**src/rtl/aes_pkg.sv**
```systemverilog
// aes_pkg
//   Shared AES definitions for the round datapath.
//   - row_t   : one 32-bit state row, byte [31:24] is column 0
//   - state_t : four rows, index 0 is row 0
//   - fsm_t   : control states of sub_shift_rows
//   - SBOX    : forward substitution table
package aes_pkg;

   typedef logic [31:0] row_t;
   typedef row_t [0:3] state_t;

   typedef enum logic [1:0] {
      IDLE = 2'd0,
      SUB  = 2'd1,
      DONE = 2'd2
   } fsm_t;

   localparam logic [7:0] SBOX [256] = '{
      8'h63, 8'h7c, 8'h77, 8'h7b, 8'hf2, 8'h6b, 8'h6f, 8'hc5, 8'h30, 8'h01, 8'h67, 8'h2b, 8'hfe, 8'hd7, 8'hab, 8'h76,
      8'hca, 8'h82, 8'hc9, 8'h7d, 8'hfa, 8'h59, 8'h47, 8'hf0, 8'had, 8'hd4, 8'ha2, 8'haf, 8'h9c, 8'ha4, 8'h72, 8'hc0,
      8'hb7, 8'hfd, 8'h93, 8'h26, 8'h36, 8'h3f, 8'hf7, 8'hcc, 8'h34, 8'ha5, 8'he5, 8'hf1, 8'h71, 8'hd8, 8'h31, 8'h15,
      8'h04, 8'hc7, 8'h23, 8'hc3, 8'h18, 8'h96, 8'h05, 8'h9a, 8'h07, 8'h12, 8'h80, 8'he2, 8'heb, 8'h27, 8'hb2, 8'h75,
      8'h09, 8'h83, 8'h2c, 8'h1a, 8'h1b, 8'h6e, 8'h5a, 8'ha0, 8'h52, 8'h3b, 8'hd6, 8'hb3, 8'h29, 8'he3, 8'h2f, 8'h84,
      8'h53, 8'hd1, 8'h00, 8'hed, 8'h20, 8'hfc, 8'hb1, 8'h5b, 8'h6a, 8'hcb, 8'hbe, 8'h39, 8'h4a, 8'h4c, 8'h58, 8'hcf,
      8'hd0, 8'hef, 8'haa, 8'hfb, 8'h43, 8'h4d, 8'h33, 8'h85, 8'h45, 8'hf9, 8'h02, 8'h7f, 8'h50, 8'h3c, 8'h9f, 8'ha8,
      8'h51, 8'ha3, 8'h40, 8'h8f, 8'h92, 8'h9d, 8'h38, 8'hf5, 8'hbc, 8'hb6, 8'hda, 8'h21, 8'h10, 8'hff, 8'hf3, 8'hd2,
      8'hcd, 8'h0c, 8'h13, 8'hec, 8'h5f, 8'h97, 8'h44, 8'h17, 8'hc4, 8'ha7, 8'h7e, 8'h3d, 8'h64, 8'h5d, 8'h19, 8'h73,
      8'h60, 8'h81, 8'h4f, 8'hdc, 8'h22, 8'h2a, 8'h90, 8'h88, 8'h46, 8'hee, 8'hb8, 8'h14, 8'hde, 8'h5e, 8'h0b, 8'hdb,
      8'he0, 8'h32, 8'h3a, 8'h0a, 8'h49, 8'h06, 8'h24, 8'h5c, 8'hc2, 8'hd3, 8'hac, 8'h62, 8'h91, 8'h95, 8'he4, 8'h79,
      8'he7, 8'hc8, 8'h37, 8'h6d, 8'h8d, 8'hd5, 8'h4e, 8'ha9, 8'h6c, 8'h56, 8'hf4, 8'hea, 8'h65, 8'h7a, 8'hae, 8'h08,
      8'hba, 8'h78, 8'h25, 8'h2e, 8'h1c, 8'ha6, 8'hb4, 8'hc6, 8'he8, 8'hdd, 8'h74, 8'h1f, 8'h4b, 8'hbd, 8'h8b, 8'h8a,
      8'h70, 8'h3e, 8'hb5, 8'h66, 8'h48, 8'h03, 8'hf6, 8'h0e, 8'h61, 8'h35, 8'h57, 8'hb9, 8'h86, 8'hc1, 8'h1d, 8'h9e,
      8'he1, 8'hf8, 8'h98, 8'h11, 8'h69, 8'hd9, 8'h8e, 8'h94, 8'h9b, 8'h1e, 8'h87, 8'he9, 8'hce, 8'h55, 8'h28, 8'hdf,
      8'h8c, 8'ha1, 8'h89, 8'h0d, 8'hbf, 8'he6, 8'h42, 8'h68, 8'h41, 8'h99, 8'h2d, 8'h0f, 8'hb0, 8'h54, 8'hbb, 8'h16
   };

endpackage

```
**src/rtl/aes_sbox.sv**
```systemverilog
// aes_sbox
//   Combinational forward S-box lookup.
//   - val : byte to substitute
//   - sub : substituted byte
module aes_sbox
   import aes_pkg::*;
(
   input  logic [7:0] val,
   output logic [7:0] sub
);

   assign sub = SBOX[val];

endmodule

```
**src/rtl/sub_shift_rows.sv**
```systemverilog
// sub_shift_rows
//   Sequential SubBytes + ShiftRows stage. A captured 4x4 state is
//   substituted LANES bytes per cycle in place, then row-rotated into the
//   output registers and held until the downstream handshake.
//   - clk, rst_n           : clock, asynchronous active-low reset
//   - in_valid / in_ready  : input state handshake
//   - a, b, c, d           : input rows 0..3, byte [31:24] is column 0
//   - out_valid / out_ready: result handshake
//   - x, y, z, w           : result rows 0..3 after ShiftRows
module sub_shift_rows
   import aes_pkg::*;
#(
   parameter int LANES = 1
) (
   input  logic        clk,
   input  logic        rst_n,
   input  logic        in_valid,
   output logic        in_ready,
   input  logic [31:0] a,
   input  logic [31:0] b,
   input  logic [31:0] c,
   input  logic [31:0] d,
   output logic        out_valid,
   input  logic        out_ready,
   output logic [31:0] x,
   output logic [31:0] y,
   output logic [31:0] z,
   output logic [31:0] w
);

   if (!(LANES == 1 || LANES == 2 || LANES == 4 || LANES == 8 || LANES == 16)) begin : g_lanes_check
      $error("sub_shift_rows: LANES must be 1, 2, 4, 8 or 16");
   end

   localparam logic [4:0] STEP = 5'(LANES);
   localparam logic [4:0] LAST = 5'(16 - LANES);

   fsm_t             state, state_nx;
   logic [4:0]       cnt, cnt_nx;
   // byte k lives at work[k]: row k[3:2], column k[1:0]
   logic [0:15][7:0] work, work_nx, work_sub;
   logic [7:0]       sb_in  [LANES];
   logic [7:0]       sb_out [LANES];
   state_t           res;
   logic             load_out;

   for (genvar g = 0; g < LANES; g++) begin : g_lane
      aes_sbox u_sbox (
         .val (sb_in[g]),
         .sub (sb_out[g])
      );
   end

   // counter is always a multiple of LANES, so the group never straddles byte 15
   always_comb begin
      for (int l = 0; l < LANES; l++) begin
         sb_in[l] = work[cnt[3:0] + 4'(l)];
      end
   end

   always_comb begin
      work_sub = work;
      for (int l = 0; l < LANES; l++) begin
         work_sub[cnt[3:0] + 4'(l)] = sb_out[l];
      end
   end

   // ShiftRows: row r rotated left by r bytes
   always_comb begin
      res[0] = {work_sub[0],  work_sub[1],  work_sub[2],  work_sub[3]};
      res[1] = {work_sub[5],  work_sub[6],  work_sub[7],  work_sub[4]};
      res[2] = {work_sub[10], work_sub[11], work_sub[8],  work_sub[9]};
      res[3] = {work_sub[15], work_sub[12], work_sub[13], work_sub[14]};
   end

   always_comb begin
      state_nx  = state;
      cnt_nx    = cnt;
      work_nx   = work;
      load_out  = 1'b0;
      in_ready  = 1'b0;
      out_valid = 1'b0;
      case (state)
         IDLE: begin
            in_ready = 1'b1;
            if (in_valid) begin
               work_nx  = {a, b, c, d};
               cnt_nx   = '0;
               state_nx = SUB;
            end
         end
         SUB: begin
            if (cnt[4]) begin
               // out-of-range counter: bail out rather than index past byte 15
               state_nx = DONE;
               load_out = 1'b1;
            end else begin
               work_nx = work_sub;
               cnt_nx  = cnt + STEP;
               if (cnt == LAST) begin
                  state_nx = DONE;
                  load_out = 1'b1;
               end
            end
         end
         DONE: begin
            out_valid = 1'b1;
            if (out_ready) state_nx = IDLE;
         end
         default: state_nx = IDLE;
      endcase
   end

   always_ff @(posedge clk or negedge rst_n) begin
      if (!rst_n) begin
         state <= IDLE;
         cnt   <= '0;
         work  <= '0;
         x     <= '0;
         y     <= '0;
         z     <= '0;
         w     <= '0;
      end else begin
         state <= state_nx;
         cnt   <= cnt_nx;
         work  <= work_nx;
         if (load_out) begin
            x <= res[0];
            y <= res[1];
            z <= res[2];
            w <= res[3];
         end
      end
   end

endmodule

```
**config.mk**
```make
export PLATFORM = sky130hd
export DESIGN_NAME = sub_shift_rows
export DESIGN_NICKNAME = d
export VERILOG_FILES = /design/src/rtl/aes_pkg.sv /design/src/rtl/aes_sbox.sv /design/src/rtl/sub_shift_rows.sv
export SDC_FILE = /design/constraint.sdc
export NUM_CORES = 1
export LEC_CHECK = 0
export ABC_CLOCK_PERIOD_IN_PS = 5500
export CORE_ASPECT_RATIO = 1.75
export CORE_MARGIN = 5
export CORE_UTILIZATION = 39
export CTS_BUF_LIST = sky130_fd_sc_hd__clkbuf_4 sky130_fd_sc_hd__clkbuf_8
export DETAILED_ROUTE_END_ITERATION = 8
export SLEW_MARGIN = 20
export SYNTH_ARGS = -nofsm -noshare
export SYNTH_HDL_FRONTEND = slang
export SYNTH_SLANG_ARGS = --single-unit
```
**constraint.sdc**
```tcl
create_clock -name clk -period 5.5 [get_ports clk]
set_input_delay 1.1 -clock clk [delete_from_list [all_inputs] [get_ports clk]]
set_output_delay 1.1 -clock clk [all_outputs]
set_load 0.02 [all_outputs]
```
### After elaboration in Yosys (flattened, before gate mapping)

Memories as Yosys holds them, arrays and structs flattened.
Index checks and enable logic that the tools add are counted.

* register bits after elaboration: 263
* memory bits (read-only): 2048
* bits of input ports: 132
* output and inout port bits: 130
* word-level logic and storage cells: 67
* memories: 1

Memory list
* (name not given): words 256, bits a word 8, rd ports 1, clocked after Yosys merged registers in 0, wr ports 0, line aes_sbox.sv:12 `assign sub = SBOX[val];`

* add/sub/neg operators: 1
* magnitude comparators: 3
* equality and inequality tests: 7
* multiplexer cells: 24
* bitwise operators: 2
* reduce and logical (&&, ||, !) cells: 6

Operators by type and width (number)
* 2-to-1 mux 128 bit: 2
* case mux 128 bit (2 select lines): 1
* bitwise mux 128 bit: 1
* 2-to-1 mux 8 bit: 5
* binary-select mux 8 bit (select 4 bit): 1
* demux 8 bit (select 4 bit): 1
* 2-to-1 mux 5 bit: 2
* case mux 5 bit (2 select lines): 1
* >= comparator 9 bit, second input constant: 1
* NOT 8 -> 9 bit: 1
* 2-to-1 mux 2 bit: 4
* != test 2 bit, second input constant: 3
* case mux 2 bit (3 select lines): 1
* AND reduction 3 bit: 2
* adder 5 x 1 -> 5 bit, second input constant: 1
* == test 5 x 4 -> 1 bit, second input constant: 1
* >= comparator 5 bit, second input constant: 1
* < comparator 5 x 1 -> 1 bit, second input constant: 1
* 2-to-1 mux 1 bit: 5
* NOT 4 -> 5 bit: 1
* != test 3 bit, second input constant: 1
* == test 2 x 1 -> 1 bit, second input constant: 1
* == test 2 bit, second input constant: 1
* logical NOT 2 bit: 1
* other kinds (3): 3

### Logic depth before layout (Yosys ltp)

* depth in word-level cells: 11
* gate-level depth with buffers: 19
* gate-level depth less buffers: 13

### Modules after synthesis

From an unflattened synthesis, not the netlist that was laid out.

* cell total of the unflattened synthesis: 1673
* area, all modules: 16331.9 um2

Modules (own cells, without submodules)
* sub_shift_rows: times used 1, cells each 1166, area an instance 13152.6 um2, seq. area each 6581.3 um2
* aes_sbox: times used 1, cells each 507, area an instance 3179.3 um2, seq. area each 0.0 um2

### Least setup slack after synthesis

No wires, ideal clock.

* path type: reg2reg
* start: reg cnt[1]
* end: reg w[14]
* library setup time: 133 ps
* arrival: 4187 ps
* required time: 5367 ps
* path slack: 1180 ps
* stages on the path, launching flop included: 20
* buffers on the path: 7
* period minus slack after synthesis: 4320 ps
* path through: dfrtp_1 > buf_6 > buf_6 > buf_2 > mux4_2 > nand2_1 > and4_1 > clkbuf_1 > clkbuf_1 > ha_1 > clkbuf_1 > nand2_1 > o22ai_1 > a211oi_1 > o21ai_0 > o311ai_1 > a311oi_1 > a211oi_1 > clkbuf_1 > o21ai_0

* word-level cells in the longest chain between the ends: 9
* elaborated cells on any way between the ends: 18
* classes of those cells: order compare: 2; eq/ne: 1; mux: 11; bitwise: 2; reduce/logical: 1; memory: 1

RTL lines
* from (decl): line sub_shift_rows.sv:39 `logic [4:0] cnt, cnt_nx;`
* from (signal assigned): line sub_shift_rows.sv:125 `cnt <= cnt_nx;`
* NOT 4 -> 5 bit (not written as such): line sub_shift_rows.sv:57, sub_shift_rows.sv:64
* binary-select mux 8 bit (select 4 bit): line sub_shift_rows.sv:57 `sb_in[l] = work[cnt[3:0] + 4'(l)];`
* 2-to-1 mux 8 bit (not written as such) (2 in a row): line sub_shift_rows.sv:57
* NOT 8 -> 9 bit (not written as such): line aes_sbox.sv:12
* memory (256 x 8 bit)
* 2-to-1 mux 8 bit (not written as such) (2 in a row): line aes_sbox.sv:12
* bitwise mux 128 bit: line sub_shift_rows.sv:64 `work_sub[cnt[3:0] + 4'(l)] = sb_out[l];`
* to (signal assigned): line sub_shift_rows.sv:131 `w <= res[3];`
* to (decl): line sub_shift_rows.sv:28 `output logic [31:0] w`

Parallel ways exist; a longest one is shown, timed or not. The select of a mux whose other input is x is not followed.
A chain may end at the register's enable or synchronous reset.

### Worst setup path after layout

* start: reg cnt[1]
* end: reg w[12]

The elaborated chain is that of the path after synthesis.

==> impl_metrics.json <==
{
  "status": "finished, final reports clean",
  "drc": 0,
  "io_buffers": 261,
  "first_pass_iters": 5,
  "cp-end-kind": "register",
  "final_cell_mix": "o21ai_0 (276), dfrtp_1 (262), clkdlybuf4s50_1 (260), a21oi_1 (223), buf_4 (158)",
  "synth_top_area_cell": "dfrtp_1",
  "first_global_vias": 18300,
  "final_nets": 2270,
  "crit_fanout": 18,
  "hold_path.class": "reg2reg",
  "slew_violations": 0,
  "worst_pin_slew_ps": 974,
  "syn_area_sq_um": 16400,
  "final_common_cell": "o21ai_0",
  "cts.htree.levels": 2,
  "hold_buffers": 0,
  "cts_resized": 0,
  "die_x_microns": 165,
  "criticalPathCategory": "reg2reg",
  "clk_pin_slew_ps": 70,
  "drt_iter0_drc": 2001,
  "max-clock-path-buffers": 3,
  "place_congestion": 1.11,
  "synth-main-ff-cell": "dfrtp_1",
  "grt-ovfl-total": 0,
  "postSynthAreaPerCell_sq_um": 8.94,
  "fmaxAchievable_mhz": 197,
  "setup_viol": 0,
  "fin_crit_sh_pct": 92.2,
  "relSlewSlack_pct": 34.6,
  "postCtsSetupRepairBufs": 0,
  "avgViaCountPerCell": 6.89,
  "ioPinCount": 262,
  "period_minus_slack_ps": 5070,
  "setup_tns_ps": 0,
  "start_kind": "register",
  "hold_viol": 0,
  "fp.coreArea_sq_um": 41600,
  "worstPathArrival_ps": 5480,
  "vias": 18500,
  "ys_seq_area_share_pct": 40.2,
  "cap_viol_max_count": 0,
  "clock_latency_ps": 560,
  "worstPathRequired_ps": 5910,
  "netlist-cell-type-count": 75,
  "rsz0062_at_grt": "false",
  "hpwl_mm": 69.7,
  "wl_mm": 92.1,
  "clock-sinks": 263,
  "yosysWarnings": 0,
  "die_h_microns": 281,
  "grt_max_degree": 117,
  "start_util_pct": 39.4,
  "antenna_left": 0,
  "synth_top_area_share_pct": 40.2,
  "holdWs_ps": 493,
  "synth_nets": 1984,
  "grt_pass1_wl_mm": 131,
  "cts_tree": "done",
  "grt_antenna_before_repair": 2,
  "nFillCells": 3971,
  "die_area_sq_um": 46400,
  "grt.total_usage_pct": 39.2,
  "synth_area_leaders": "dfrtp_1 (40%), o21ai_0 (8.4%), a21oi_1 (6.8%)",
  "cts_made_buffers": 35,
  "area_growth_pct": 29.1,
  "synth_edf_count": 0,
  "drive_above_1_share_pct": 14.3,
  "syn_inst": 1833,
  "finClkSkew_ps": 32.5,
  "synth-seq-cells": 263,
  "async_flop_share_pct": 100,
  "wl_per_cell_microns": 34.2,
  "clock_tree.root_cell": "clkbuf_8",
  "rows": 99
}
## cell families (layout without fill, tap and decap cells)
| family | Yosys count | in the layout | share of synthesized area [%] |
|---|---|---|---|
| compound gates | 827 | 827 | 32.0 |
| simple gates | 462 | 462 | 14.2 |
| flops | 263 | 263 | 40.2 |
| buf+inv | 201 | 503 | 5.45 |
| mux | 59 | 59 | 6.55 |
| fa+ha+maj | 19 | 19 | 1.45 |
| xor+xnor | 2 | 2 | 0.107 |
| other cells | 0 | 3 | 0 |
## layer usage
metal / global-route usage, % / vias to the layer above / wire [microns]
met3: 6.00 / 431 / 6510
met4: 35.4 / 0 / 11000
met5: 0 / - / 0
li1: - / 7707 / -
met2: 67.1 / 1270 / 46000
met1: 40.5 / 9134 / 28700
## worst max-delay path: stages (launching register included)
cell	delay (ps)
dfrtp_2	690
buf_4	330
mux4_2	550
mux2i_2	530
mux2i_4	380
xnor2_1	870
nor2_1	70
o21ai_0	460
nand4_2	310
buf_4	270
a32oi_1	340
a21oi_1	120
## cell type report
class / instances / area, sq um / share of cell area (%)
clock buffers: 50 / 632 / 2.99
well taps: 555 / 694 / 3.28
diodes: 3 / 7.51 / 0.0355
clock inverters: 3 / 46.3 / 0.219
inverters: 15 / 56.3 / 0.266
multi-input cells: 1369 / 9010 / 42.6
repair buffers: 435 / 4120 / 19.5
flip-flops and latches: 263 / 6580 / 31.1
## state kept, by name, summed over array words and instances (netlist names)
signal  flops
cnt         5
state       2
w          32
work      128
x          32
y          32
z          32
## cells in the mapped netlist, types with 8 or more instances
master	n
o21ai_0	276
dfrtp_1	263
a21oi_1	224
clkbuf_1	131
and3_1	121
nand2_1	105
a32oi_1	100
nor2_1	93
nand3_1	46
nor3_1	40
mux4_2	35
buf_2	34
o32ai_1	34
a211oi_1	22
a311oi_1	19
ha_1	19
o211ai_1	19
nand4_1	18
a31oi_1	17
and2_1	16
mux2i_1	14
inv_1	13
a21oi_2	10
buf_6	10
o22ai_1	9
a221oi_1	8
o311ai_0	8
## path summary, 6_finish.rpt
check / cells past startpoint / start / slack [ps] / end
setup / recovery: 11 / cnt[1]$_DFFE_PN0P_ / 430 / w[12]$_DFFE_PN0P_
hold / removal: 2 / x[5]$_DFFE_PN0P_ / 490 / x[5]$_DFFE_PN0P_
setup reg to reg: 11 / cnt[1]$_DFFE_PN0P_ / 430 / w[12]$_DFFE_PN0P_
hold reg to reg: 2 / x[5]$_DFFE_PN0P_ / 490 / x[5]$_DFFE_PN0P_
max in group asynchronous: 2 / rst_n / 3690 / y[1]$_DFFE_PN0P_
min in group asynchronous: 1 / rst_n / 560 / w[14]$_DFFE_PN0P_
## per-stage QoR
stage	worst slack [ps]	utilization [%]	instance area, sq um	instances
after floorplan	1180	-	16400	1833
after global placement	681	49.1	20500	2637
after detailed placement	635	49.1	20500	2637
after CTS	591	50.8	21100	2690
after global routing	375	50.8	21100	2691
final	431	50.8	21100	2693
Power is not shown: default switching activity piles up to over one toggle a cycle in this logic, so the estimate is an artifact.
